===== src/rtl/icache_pkg.sv =====
// Shared types and AXI encodings for the icache line-refill engine.
package icache_pkg;

    typedef enum logic [1:0] {
        ST_IDLE = 2'd0,
        ST_ADDR = 2'd1,
        ST_DATA = 2'd2,
        ST_DONE = 2'd3
    } state_e;

    localparam logic [1:0] BURST_INCR = 2'b01;
    localparam logic [1:0] BURST_WRAP = 2'b10;
    localparam logic [1:0] RESP_OKAY  = 2'b00;

    // Byte offset of the set index inside an address: log2 of the line size in bytes.
    function automatic int line_off(input int beats, input int data_width);
        return $clog2(beats * data_width / 8);
    endfunction

endpackage


===== src/rtl/icache_axi_refill.sv =====
// Icache line-refill engine: one AXI4 read burst per miss, beats written to per-beat banks.
// ICACHE_REFILL_WRAP_EN selects critical-word-first WRAP bursts; default is line-aligned INCR.
module icache_axi_refill
    import icache_pkg::*;
#(
    parameter int AddrWidth    = 32,
    parameter int DataWidth    = 64,
    parameter int LineBeats    = 4,
    parameter int MemAddrWidth = 10,
    parameter int AxiIdWidth   = 4,
    parameter int AxiId        = 0
) (
    input  logic                      i_clk,
    input  logic                      i_rst,
    input  logic                      i_req_valid,
    output logic                      o_req_ready,
    input  logic [AddrWidth-1:0]      i_req_addr,
    output logic                      o_req_done,
    output logic                      o_req_error,
    output logic                      o_ar_valid,
    input  logic                      i_ar_ready,
    output logic [AddrWidth-1:0]      o_ar_addr,
    output logic [7:0]                o_ar_len,
    output logic [2:0]                o_ar_size,
    output logic [1:0]                o_ar_burst,
    output logic [AxiIdWidth-1:0]     o_ar_id,
    input  logic                      i_r_valid,
    output logic                      o_r_ready,
    input  logic [DataWidth-1:0]      i_r_data,
    input  logic [1:0]                i_r_resp,
    input  logic                      i_r_last,
    input  logic [AxiIdWidth-1:0]     i_r_id,
    output logic [LineBeats-1:0]      o_mem_en,
    output logic [DataWidth/8-1:0]    o_mem_we,
    output logic [MemAddrWidth-1:0]   o_mem_addr,
    output logic [DataWidth-1:0]      o_mem_din
);

    localparam int Off     = line_off(LineBeats, DataWidth);
    localparam int BeatOff = $clog2(DataWidth / 8);
    localparam int IdxW    = $clog2(LineBeats);
    localparam logic [IdxW-1:0] LastCnt = IdxW'(LineBeats - 1);

    state_e                   r_state;
    logic [AddrWidth-1:0]     r_addr;
    logic [IdxW-1:0]          r_idx;
    logic [IdxW-1:0]          r_cnt;
    logic                     r_err;
    logic                     r_req_done;
    logic [LineBeats-1:0]     r_mem_en;
    logic [DataWidth/8-1:0]   r_mem_we;
    logic [MemAddrWidth-1:0]  r_mem_addr;
    logic [DataWidth-1:0]     r_mem_din;

    logic                     w_bad_beat;
    logic                     w_last_cnt;
    logic [IdxW-1:0]          w_idx_start;
    logic [AddrWidth-1:0]     w_ar_addr;

    assign w_bad_beat = (i_r_resp != RESP_OKAY) || (i_r_id != AxiIdWidth'(AxiId));
    assign w_last_cnt = (r_cnt == LastCnt);

`ifdef ICACHE_REFILL_WRAP_EN
    assign w_idx_start = i_req_addr[Off-1 -: IdxW];
    assign w_ar_addr   = r_addr & {{(AddrWidth-BeatOff){1'b1}}, {BeatOff{1'b0}}};
    assign o_ar_burst  = BURST_WRAP;
`else
    assign w_idx_start = '0;
    assign w_ar_addr   = r_addr & {{(AddrWidth-Off){1'b1}}, {Off{1'b0}}};
    assign o_ar_burst  = BURST_INCR;
`endif

    always_ff @(posedge i_clk or posedge i_rst) begin
        if (i_rst) begin
            r_state    <= ST_IDLE;
            r_addr     <= '0;
            r_idx      <= '0;
            r_cnt      <= '0;
            r_err      <= 1'b0;
            r_req_done <= 1'b0;
            r_mem_en   <= '0;
            r_mem_we   <= '0;
            r_mem_addr <= '0;
            r_mem_din  <= '0;
        end else begin
            r_mem_en   <= '0;
            r_mem_we   <= '0;
            r_req_done <= 1'b0;
            case (r_state)
                ST_IDLE: begin
                    if (i_req_valid) begin
                        r_addr  <= i_req_addr;
                        r_idx   <= w_idx_start;
                        r_cnt   <= '0;
                        r_state <= ST_ADDR;
                    end
                end
                ST_ADDR: begin
                    if (i_ar_ready) r_state <= ST_DATA;
                end
                ST_DATA: begin
                    if (i_r_valid) begin
                        r_mem_addr <= r_addr[Off +: MemAddrWidth];
                        r_mem_din  <= i_r_data;
                        if (!r_err && !w_bad_beat) begin
                            r_mem_en <= LineBeats'(1) << r_idx;
                            r_mem_we <= '1;
                        end
                        // A misplaced or missing r_last flags the line but keeps this beat's data.
                        if (w_bad_beat || (i_r_last != w_last_cnt)) r_err <= 1'b1;
                        r_idx <= r_idx + 1'b1;
                        r_cnt <= r_cnt + 1'b1;
                        if (w_last_cnt || i_r_last) r_state <= ST_DONE;
                    end
                end
                ST_DONE: begin
                    // First DONE cycle covers the final bank write; done pulses in the second.
                    if (!r_req_done) begin
                        r_req_done <= 1'b1;
                    end else begin
                        r_err   <= 1'b0;
                        r_state <= ST_IDLE;
                    end
                end
                default: r_state <= ST_IDLE;
            endcase
        end
    end

    assign o_req_ready = (r_state == ST_IDLE) && !i_rst;
    assign o_ar_valid  = (r_state == ST_ADDR);
    assign o_ar_addr   = w_ar_addr;
    assign o_ar_len    = 8'(LineBeats - 1);
    assign o_ar_size   = 3'(BeatOff);
    assign o_ar_id     = AxiIdWidth'(AxiId);
    assign o_r_ready   = (r_state == ST_DATA);
    assign o_req_done  = r_req_done;
    assign o_req_error = r_req_done & r_err;
    assign o_mem_en    = r_mem_en;
    assign o_mem_we    = r_mem_we;
    assign o_mem_addr  = r_mem_addr;
    assign o_mem_din   = r_mem_din;

endmodule


===== config.mk =====
export PLATFORM = sky130hd
export DESIGN_NAME = icache_axi_refill
export DESIGN_NICKNAME = d
export VERILOG_FILES = /design/src/rtl/icache_pkg.sv /design/src/rtl/icache_axi_refill.sv
export SDC_FILE = /design/constraint.sdc
export NUM_CORES = 1
export LEC_CHECK = 0
export CAP_MARGIN = 20
export CORE_MARGIN = 3
export CORE_UTILIZATION = 36
export CTS_CLUSTER_DIAMETER = 50
export DETAILED_ROUTE_END_ITERATION = 8
export HOLD_SLACK_MARGIN = 0.02
export PLACE_DENSITY_LB_ADDON = 0.1
export SKIP_CTS_REPAIR_TIMING = 1
export SLEW_MARGIN = 20
export SYNTH_ARGS = -nofsm -noshare
export SYNTH_HDL_FRONTEND = slang
export SYNTH_SLANG_ARGS = --single-unit

===== constraint.sdc =====
create_clock -name i_clk -period 3.2 [get_ports i_clk]
set_input_delay 0.48 -clock i_clk [delete_from_list [all_inputs] [get_ports i_clk]]
set_output_delay 0.48 -clock i_clk [all_outputs]
set_load 0.1 [all_outputs]

==> Yosys cells after proc, flatten, opt, wreduce, memory -nomap -nowiden <==
Index checks and enable logic that the tools add are counted.
{ "totals": {"ff_bits": 126, "latch_bits": 0, "mem_bits_rw": 0, "mem_bits_ro": 0, "inputBits": 108, "output_inout_bits": 140, "wordCells": 66, "n_memories": 0} }
{ "classes": {"addsub": 2, "mul": 0, "div_mod_pow": 0, "n_lt_le_gt_ge": 0, "eq_ne": 11, "shifts": 1, "n_mux": 23, "bitwise": 1, "n_reduce_logical": 18} }
{ "op_table": {"columns": ["cell", "count"], "rows": [
  ["two-way mux 8 bit", 3],
  ["two-way mux 2 bit", 8],
  ["two-way mux 4 bit", 3],
  ["case mux 2 bit (2 select lines)", 2],
  ["case mux 2 bit (4 select lines)", 1],
  ["== test 2 bit, second input constant", 3],
  ["inequality test 2 x 1 -> 1 bit, second input constant", 3],
  ["inequality test 2 bit, second input constant", 3],
  ["nonzero test 2 bit", 3],
  ["two-way mux 1 bit", 5],
  ["AND reduction 5 bit", 1],
  ["adder 2 x 1 -> 2 bit, second input constant", 2],
  ["AND reduction 2 bit", 2],
  ["AND reduction 4 bit", 1],
  ["nonzero test 4 bit", 1],
  ["<< shifter 1 x 2 -> 4 bit, first input constant", 1],
  ["logical NOT 1 bit", 3],
  ["logical OR 1 bit", 3],
  ["AND reduction 3 bit", 1],
  ["== test 2 x 1 -> 1 bit, second input constant", 1],
  ["logical AND 1 bit", 2],
  ["logical NOT 2 bit", 1],
  ["case mux 1 bit (2 select lines)", 1],
  ["AND 1 bit", 1],
  ["inequality test 1 bit", 1]
]} }

==> Logic depth before layout (Yosys ltp) <==
{ "depth": {"depth_word": 7, "mapped_depth": 8, "mapped_depth_nobuf": 7} }

==> Worst setup path after synthesis <==
OpenSTA, ideal clock, no wires.
{ "synth_timing": {"kind": "register to output", "startpoint": "reg r_state[0]", "endpoint": "out o_req_ready", "arrival_time_ps": 2053, "required_ps": 2720, "setup_slack_ps": 667, "stages_incl_launch_ff": 5, "path_buffers": 0, "cell_sequence": "dfrtp_1 -> inv_1 -> ha_1 -> inv_1 -> nor2_1"} }
{ "synth_via": {"elab_chain_cells": 2} }
{ "synth_rtl": {"columns": ["item", "line_no", "rtl"], "rows": [
  ["start, declared", "icache_axi_refill.sv:44", "state_e r_state;"],
  ["start signal, assigned", "icache_axi_refill.sv:75", "r_state <= ST_IDLE;"],
  ["start signal, assigned", "icache_axi_refill.sv:95", "r_state <= ST_ADDR;"],
  ["start signal, assigned", "icache_axi_refill.sv:99", "if (i_ar_ready) r_state <= ST_DATA;"],
  ["logical NOT 2 bit", "icache_axi_refill.sv:130", "assign o_req_ready = (r_state == ST_IDLE) && !i_rst;"],
  ["logical AND 1 bit", "icache_axi_refill.sv:130", null],
  ["end, declared", "icache_axi_refill.sv:16", "output logic o_req_ready,"]
]} }
No other way between the ends.

==> Worst setup path after layout <==
{ "layout_timing": {"startpoint": "reg r_addr[29]", "endpoint": "out o_ar_addr[29]"} }
{ "layout_lines": {"columns": ["item", "line_no", "rtl"], "rows": [
  ["start, declared", "icache_axi_refill.sv:45", "logic [AddrWidth-1:0] r_addr;"],
  ["start signal, assigned", "icache_axi_refill.sv:92", "r_addr <= i_req_addr;"],
  ["end, declared", "icache_axi_refill.sv:22", "output logic [AddrWidth-1:0] o_ar_addr,"]
]} }
No word-level cell between the ends.

==> results.rst <==
.. list-table::
   :header-rows: 1

   * - Metric
     - Value
   * - Post-Route Skew
     - 0.00338 ns
   * - Parity-gate share of the synthesized area counting xor and xnor cells
     - 0%
   * - Global-route wire length before repair
     - about 18000 um
   * - Path depth of the worst reg2reg path
     - 5
   * - Headroom to the max-slew limit
     - about a third
   * - Arr. time, crit path
     - 1.90 ns
   * - TritonCTS clock tree
     - done
   * - Initial cell density of the core
     - between 30% and 40%
   * - Clock transition time at the flip-flop clock pins of the worst setup and hold paths
     - roughly 0.050 ns
   * - Maximum clock frequency
     - between 400 and 500 MHz
   * - Routability congestion estimate from global placement
     - about 0.7
   * - Final setup violation count
     - 0
   * - Cell accounting for the most synthesized area
     - dfrtp_1
   * - HPWL reported at the end of detailed placement
     - 8310 um
   * - Post-synth EDFFs
     - 0
   * - Critical Path RT
     - about 2.7 ns
   * - GRT Max-Usage Layer
     - met2
   * - Share of the synthesized area in compound gates (AO/OA/AOI/OAI)
     - between 2 and 2.5%
   * - Remaining global-route overflow
     - 0
   * - Startpoint of the tightest hold check path
     - r_err
   * - Cells on Worst Hold Path
     - 1
   * - Final worst-path cycle share
     - 74.5%
   * - Crit path buffers/inverters
     - 1
   * - Number of H-tree levels
     - 4
   * - Post-synthesis instance area
     - between 4000 and 5000 um2
   * - Port-buffer cells
     - between 200 and 250
   * - Ports
     - 248
   * - Post-route DRC violation count
     - 0
   * - Clock tree root driver cell
     - clkbuf_16
   * - Number of antenna violations at the first check in global routing
     - 0
   * - Number of iterations in the first detailed-routing pass
     - 4
   * - GR Layer Usage met3
     - under 10%
   * - Largest net degree at the start of global routing
     - 62
   * - Most frequently used flop master after synthesis
     - dfrtp_1
   * - Clock sink count
     - roughly 110
   * - Total count of hold-check failures in the final report
     - 0
   * - CP cell instances
     - clkdlybuf4s50_1
   * - Per-cell via count in the routed design
     - roughly 4.5
   * - Slew at the pin closest to its max-slew limit
     - about 1 ns
   * - Height of the die
     - about 120 um
   * - Cell type group with the largest total delay on the critical path
     - buffers and inverters
   * - Fraction of the yosys area taken by sequential cells
     - between 50% and 60%
   * - Endpoint, Worst Hold
     - o_mem_we[6]
   * - Diodes inserted
     - 0
   * - Net total in the final layout
     - about 670
   * - Number of nets still failing antenna checks after routing
     - 0
   * - Wire length per cell after detailed routing
     - 15.4 um
   * - Vias after detailed routing
     - 3272
   * - Reg2reg end
     - o_mem_din[17]
   * - Drt first-iter violations
     - between 100 and 150
   * - Cells after synthesis
     - around 320
   * - Via count of the first global-routing pass
     - 3460
   * - Flip-flop and latch count after synthesis
     - 114
   * - Setup slack of the worst register-to-register path
     - 1.14 ns
   * - Critical path fanouts, max
     - 2
   * - Die Wd
     - approximately 120 um
   * - Total global-route track usage
     - 15.8%
   * - Dominant combinational cell family by area after synthesis
     - multiplexers
   * - Row cnt
     - 41
   * - Type of element capturing the critical path
     - primary output
   * - Share of cell area taken by muxes after synthesis
     - between 20 and 25%
   * - Post-detailed-routing wire length
     - between 10000 and 15000 um
   * - Setup TNS after final layout
     - 0 ns
   * - Worst Hold Class
     - reg -> reg
   * - Post-synthesis adder-cell area fraction
     - slightly below 3%
   * - Met1 layer usage reported by global route
     - 17.1%
   * - Area share of and/or/nand/nor cells after synthesis
     - ~3.3%
   * - Worst reg2reg startpoint
     - r_state[0]
   * - Synth unique cells
     - 34
   * - Ratio of cells with drive above 1 in the final layout
     - around 36%
   * - Synthesis-to-layout area growth
     - 58.0%
   * - Post-synth ARST share
     - 100%
   * - TritonCTS buffer count
     - 17
   * - Kind of start point of the critical path
     - flip-flop
   * - Peak per-stage delay on the critical path
     - ~1.2 ns
   * - Area of the core region
     - roughly 13000 um2
   * - Proportion of netlist area held by the largest area contributor
     - 60.0%
   * - Outcome
     - completed
   * - Clock Path Buffers
     - 2
   * - Yosys synthesis warning count
     - 0
   * - Critical path start-end classification
     - reg -> out
   * - Min Clock Period, post-route
     - around 2.4 ns
   * - Clock network latency to the later pin of the worst-skew pair
     - ~0.40 ns
   * - Met2 capacity usage during global routing
     - between 20% and 30%
   * - Top post-synthesis cells by area
     - dfrtp_1 (60%), mux2_2 (24%), buf_4 (4.9%)
   * - Slowest stage cell on the critical path
     - clkdlybuf4s50_1
   * - RSZ-0062 raised after global routing
     - false
   * - Syn_area_per_cell
     - about 15 um2
   * - Full die area
     - 14600 um2
   * - Final max-slew violation count
     - 0
   * - Max-cap violations
     - 0
==> synthesized netlist by cell type, types with 3 or more instances <==
library cell,n
nor2_1,5
buf_4,31
dfrtp_1,114
and2_1,5
a21oi_1,3
inv_1,9
nand2_1,4
ha_1,11
mux2_2,101
buf_2,9
==> state kept, by name (all words and copies together), names as in the netlist <==
signal,flops
o_mem_en,4
r_addr,27
o_mem_we,1
o_mem_addr,10
r_state,2
o_mem_din,64
o_req_done,1
r_err,1
r_idx,2
r_cnt,2
==> metal layers <==
layer  vias to the layer above  routed length (um)
met1                      1594                4160
met4                         0                 157
met3                        13                1300
li1                       1514                   -
met2                       151                5620
met5                         -                   0
==> cell type report <==
type | count | area [um2]
inverter | 9 | 37.5
clock inverter | 3 | 65.1
fill | 1053 | 5260
multi-input combinational | 179 | 1670
tap | 172 | 215
clock buffer | 28 | 547
timing repair buffer | 225 | 2120
sequential | 114 | 2850
==> through the flow <==
step | hold slack (ns) | utilization [%] | area [um2] | setup slack (ns) | cells
finish | 0.487 | 58.8 | 7510 | 0.817 | 730
global route | 0.511 | 58.8 | 7510 | 0.746 | 730
CTS | 0.486 | 58.8 | 7510 | 0.779 | 730
detailed placement | 0.480 | 54.0 | 6900 | 0.918 | 699
global placement | 0.481 | 54.0 | 6900 | 0.929 | 699
floorplan | 0.449 | - | 4830 | 0.667 | 342
==> worst max path at each step <==
stage                  startpoint             to  slack, ns  cells past startpoint
global placement      i_req_valid     r_addr[22]       0.93                      4
detailed placement    i_req_valid     r_addr[21]       0.92                      4
global route        o_mem_din[53]  o_mem_din[53]       0.75                      1
CTS                 o_mem_din[32]  o_mem_din[32]       0.78                      1
floorplan              r_state[0]    o_req_ready       0.67                      4
finish                 r_addr[29]  o_ar_addr[29]       0.82                      1
==> cells in the final DEF (no fill, tap or decap), types with 4 or more instances in the layout <==
cell,count
ha_1,11
and2_1,5
dfrtp_1,114
mux2_2,101
clkbuf_8,8
conb_1,22
clkbuf_16,17
buf_4,63
clkdlybuf4s50_1,159
inv_1,8
nand2_1,4
nor2_1,5
==> cells by family after synthesis <==
group,after synthesis
DFF,114
muxes,104
buffers and inverters,49
and+or+nand+nor,28
AOI/OAI and AO/OA,14
adders and majority gates,11
other,2
Power is not shown: default switching activity piles up to over one toggle a cycle in this logic, so the estimate is an artifact.
